[src/rtl/fetch_queue.sv]
// Fetch stage: owns the PC, keeps one imem request in flight, and buffers {pc, word} pairs for decode.
// Optional FETCH_PERF_EN adds saturating perf_fetched / perf_stall counters.
module fetch_queue #(
    parameter int              XLEN     = 32,
    parameter int              DEPTH    = 4,
    parameter logic [XLEN-1:0] RESET_PC = '0
) (
    input  logic                    clk,
    input  logic                    reset,
    output logic                    imem_req,
    output logic [XLEN-1:0]         imem_addr,
    input  logic                    imem_valid,
    input  logic [31:0]             imem_rdata,
    input  logic                    redirect,
    input  logic [XLEN-1:0]         redirect_pc,
    output logic                    inst_valid,
    output logic [31:0]             inst,
    output logic [XLEN-1:0]         inst_pc,
    input  logic                    inst_ready,
`ifdef FETCH_PERF_EN
    output logic [31:0]             perf_fetched,
    output logic [31:0]             perf_stall,
`endif
    output logic [$clog2(DEPTH):0]  queue_count
);
    localparam int PTR_W = $clog2(DEPTH);
    localparam int CNT_W = PTR_W + 1;
    localparam logic [CNT_W-1:0] FULL = CNT_W'(DEPTH);

    typedef enum logic [1:0] {IDLE, WAIT, DISCARD} state_t;
    typedef struct packed {
        logic [XLEN-1:0] pc;
        logic [31:0]     word;
    } entry_t;

    state_t            state, state_nxt;
    logic [XLEN-1:0]   pc, req_pc;
    logic [PTR_W-1:0]  rd_ptr, wr_ptr;
    logic [CNT_W-1:0]  count;
    entry_t            mem [DEPTH];
    logic              issue, push, pop;

    // Redirect overrides every other action in its cycle.
    assign issue = (state == IDLE) && !redirect && (count < FULL);
    assign push  = (state == WAIT) && imem_valid && !redirect;
    assign pop   = inst_valid && inst_ready && !redirect;

    always_ff @(posedge clk or posedge reset) begin
        if (reset) state <= IDLE;
        else       state <= state_nxt;
    end

    always_comb begin
        state_nxt = state;
        case (state)
            IDLE:    if (issue) state_nxt = WAIT;
            // A redirect without the response leaves a stale word to drop.
            WAIT:    if (imem_valid) state_nxt = IDLE;
                     else if (redirect) state_nxt = DISCARD;
            DISCARD: if (imem_valid) state_nxt = IDLE;
            default: state_nxt = IDLE;
        endcase
    end

    always_comb begin
        imem_req   = issue && !reset;
        inst_valid = (count != '0);
        inst       = inst_valid ? mem[rd_ptr].word : '0;
        inst_pc    = inst_valid ? mem[rd_ptr].pc   : '0;
    end

    assign imem_addr   = pc;
    assign queue_count = count;

    always_ff @(posedge clk or posedge reset) begin
        if (reset) begin
            pc     <= RESET_PC;
            req_pc <= RESET_PC;
        end else if (redirect) begin
            pc <= {redirect_pc[XLEN-1:2], 2'b00};
        end else if (issue) begin
            req_pc <= pc;
            pc     <= pc + XLEN'(4);
        end
    end

    always_ff @(posedge clk or posedge reset) begin
        if (reset) begin
            rd_ptr <= '0;
            wr_ptr <= '0;
            count  <= '0;
        end else if (redirect) begin
            rd_ptr <= '0;
            wr_ptr <= '0;
            count  <= '0;
        end else begin
            if (push) wr_ptr <= wr_ptr + 1'b1;
            if (pop)  rd_ptr <= rd_ptr + 1'b1;
            if (push && !pop)      count <= count + 1'b1;
            else if (!push && pop) count <= count - 1'b1;
        end
    end

    // Storage needs no reset; count gates every read.
    always_ff @(posedge clk) begin
        if (push) mem[wr_ptr] <= '{pc: req_pc, word: imem_rdata};
    end

`ifdef FETCH_PERF_EN
    always_ff @(posedge clk or posedge reset) begin
        if (reset) begin
            perf_fetched <= '0;
            perf_stall   <= '0;
        end else begin
            if (push && perf_fetched != '1)
                perf_fetched <= perf_fetched + 32'd1;
            if (inst_ready && !inst_valid && perf_stall != '1)
                perf_stall <= perf_stall + 32'd1;
        end
    end
`endif

endmodule
[config.mk]
export PLATFORM = sky130hd
export DESIGN_NAME = fetch_queue
export DESIGN_NICKNAME = d
export VERILOG_FILES = /design/src/rtl/fetch_queue.sv
export SDC_FILE = /design/constraint.sdc
export NUM_CORES = 1
export LEC_CHECK = 0
export ABC_CLOCK_PERIOD_IN_PS = 3600
export CORE_ASPECT_RATIO = 0.5
export CORE_MARGIN = 5
export CORE_UTILIZATION = 31
export CTS_BUF_LIST = sky130_fd_sc_hd__clkbuf_16
export DETAILED_ROUTE_END_ITERATION = 8
export GPL_ROUTABILITY_DRIVEN = 0
export SYNTH_ARGS = -nofsm -noshare
export SYNTH_HDL_FRONTEND = slang
export SYNTH_SLANG_ARGS = --single-unit
[constraint.sdc]
create_clock -name clk -period 3.6 [get_ports clk]
set_clock_uncertainty 0.05 [all_clocks]
set_input_delay 0.54 -clock clk [delete_from_list [all_inputs] [get_ports clk]]
set_output_delay 0.54 -clock clk [all_outputs]
set_load 0.1 [all_outputs]
==> metrics.txt <==
CTS buffer count 31; metal2 WL 15790 um; Clk pin slew, worst setup/hold paths roughly 60 ps; critical path capture point type output pin; routed len/inst 19.57 um; setup violators final 0; initial antenna violation count 0; Routed met3 length approximately 640 um; clock tree buffer depth 3; post_cts resized 0; DRT Pass-1 Iters 4; Final HPWL DP between 15000 and 20000 um; setup bufs post-CTS 0; Std-Cell Core Area 40790 um2; H-tree depth 1; RSZ-0062 raised after global routing no; Post-Route WL just under 30000 um; fin crit share approximately 90%; outcome completed; TritonCTS clock tree done; Initial Util a little under a third; worst setup path startpoint rd_ptr[0]$_DFFE_PP0P_; initial DRC count ~360; r2r startpoint queue_count[2]$_DFFE_PP0P_; die area ~46000 um2; share of async-settable or async-resettable flops after synthesis roughly 22%; CP max FO 56; Vias/cell a little under 5; FF+latch count, synth between 300 and 400; M1 WL between 10000 and 15000 um; sequential fraction of the synthesis area ~70%; first-pass GRT wire length ~45000 um; synthesized cell area approximately 13000 um2; layout cells sized above 1 a little over a quarter; Post-synth EDFFs around 250; WP data arrival 2570 ps; Max-Cap Viols 0; port buffer count about 160; Avg Cell Area, Syn 17.55 um2; Finished Cell Area roughly 16000 um2; Worst setup SP type register; Max Used Layer met4; io pins 170; kind of critical path register to output pin; Least-Margin Pin Slew 1031 ps; Crit path required time 3010 ps; Final Net Count between 900 and 1000; Remaining DRCs 0; Unique masters post-synth between 50 and 60; GRT Util Overall around 12%; hold_buf cts 0; Max-slew headroom a little under a third; worst reg2reg path depth 5; # fillers 3655; GR Overflow Total 0; Mapped Cells 735; root buffer cell clkbuf_16; vias 7162; Post-synth top flop edfxtp_1; Die W between 200 and 300 um; post-route ant nets 0; Worst Hold Class input pin to async pin; fin crit period roughly 3200 ps; Post-DP Area roughly 15000 um2; Clock Latency Late Sink ~550 ps; ant diodes 0; final hold violation count 0; height of the die approximately 150 um; largest net degree at the start of global routing between 60 and 70; RR Endpoint imem_addr[24]$_DFFE_PP0N_; number of global-route vias before repair 7487; fmax between 300 and 400 MHz; Yosys warnings 0; Area growth syn-to-layout 24.03%; clock sinks around 320; reg-to-reg slack, setup 860 ps; # rows 52; max-slew violations 0
==> Yosys cell counts (4+ instances only) <==
| master | number | area share [%] |
|---|---|---|
| buf_4 | 5 | 0.29 |
| inv_1 | 8 | 0.23 |
| and4_1 | 5 | 0.34 |
| nor2_1 | 27 | 0.79 |
| nand4_1 | 13 | 0.63 |
| xnor2_1 | 4 | 0.27 |
| o21ai_0 | 14 | 0.54 |
| or3_1 | 5 | 0.24 |
| dfrtp_1 | 69 | 13 |
| buf_2 | 9 | 0.35 |
| xor2_1 | 10 | 0.68 |
| mux2_2 | 30 | 2.6 |
| mux4_2 | 62 | 11 |
| or4_1 | 17 | 0.99 |
| ha_1 | 5 | 0.48 |
| edfxtp_1 | 248 | 58 |
| nand3_1 | 13 | 0.50 |
| a31oi_1 | 17 | 0.82 |
| clkbuf_1 | 25 | 0.73 |
| nand2_1 | 26 | 0.76 |
| and2_1 | 69 | 3.3 |
| o31ai_1 | 14 | 0.81 |
==> critical path: stages, from the launching register on <==
cell and delay, ps:
dfrtp_4 540, buf_12 430, mux4_2 560, and2_1 200, buf_4 240
==> placed cells by master, fill, tap and decap left out, types with 4 or more instances in the layout <==
cell type and n:
a31oi_1 17, and2_1 57, and2_2 13, and4_1 5, buf_12 6, buf_4 85, clkbuf_16 31, clkdlybuf4s50_1 91
clkinv_1 11, clkinv_2 4, conb_1 4, dfrtp_1 67, edfxtp_1 248, ha_1 5, inv_1 18, mux2_2 30
mux4_2 62, nand2_1 26, nand3_1 13, nand4_1 13, nor2_1 26, o21ai_0 14, o31ai_1 14, or3_1 4
or4_1 17, xnor2_1 4, xor2_1 10
==> final cells by class <==
type	count	area (um2)	share of cell area [%]
sequential	317	9179	57.36
multi-input combinational	371	3531	22.07
timing repair buffer	182	1669	10.43
clock buffer	31	775.7	4.848
tap	540	675.6	4.222
clock inverter	27	137.6	0.8601
inverter	9	33.78	0.2111
==> state kept, by name, indices dropped and copies added (netlist names) <==
| name | cells |
|---|---|
| imem_addr | 30 |
| mem | 248 |
| queue_count | 3 |
| rd_ptr | 2 |
| req_pc | 30 |
| state | 2 |
| wr_ptr | 2 |
==> how the worst max path moves through the flow <==
stage	end	slack (ps)	cells past startpoint
5_1_grt	inst[20]	290	4
4_1_cts	inst[29]	370	4
2_1_floorplan	inst_pc[22]	-60	5
3_3_place_gp	imem_req	600	6
6_report	inst[29]	440	4
3_5_place_dp	imem_req	610	6
==> metal layers <==
metal  GRT usage (%)  vias up
met5               0        -
met4           3.278        0
met3           1.359       51
met2           22.85      120
met1           15.14     3734
li1                -     3257
==> cell families (layout without fill, tap and decap cells) <==
logic type / after synthesis / in the layout / synth area share (%)
buffers and inverters: 50 / 249 / 1.823
adder cells (fa/ha/maj): 6 / 6 / 0.6401
flip-flops: 317 / 317 / 71.11
XOR/XNOR: 14 / 14 / 0.9504
multiplexers: 94 / 94 / 13.60
other: 1 / 4 / 0.02907
AO/OA/AOI/OAI: 54 / 54 / 2.706
AND/OR/NAND/NOR: 199 / 199 / 9.146
==> per-stage QoR <==
step	TNS [ps]	utilization, %	std cells	setup slack (ps)	hold WS (ps)
6_report	0	39.23	1477	437.7	306.5
5_1_grt	0	39.23	1477	289.2	350.0
4_1_cts	0	39.23	1477	369.9	309.9
3_5_place_dp	0	36.99	1419	605.5	466.4
3_3_place_gp	0	36.99	1419	600.6	439.7
2_1_floorplan	-56.92	-	738	-56.92	420.9
Power is not shown: default switching activity piles up to over one toggle a cycle in this logic, so the estimate is an artifact.
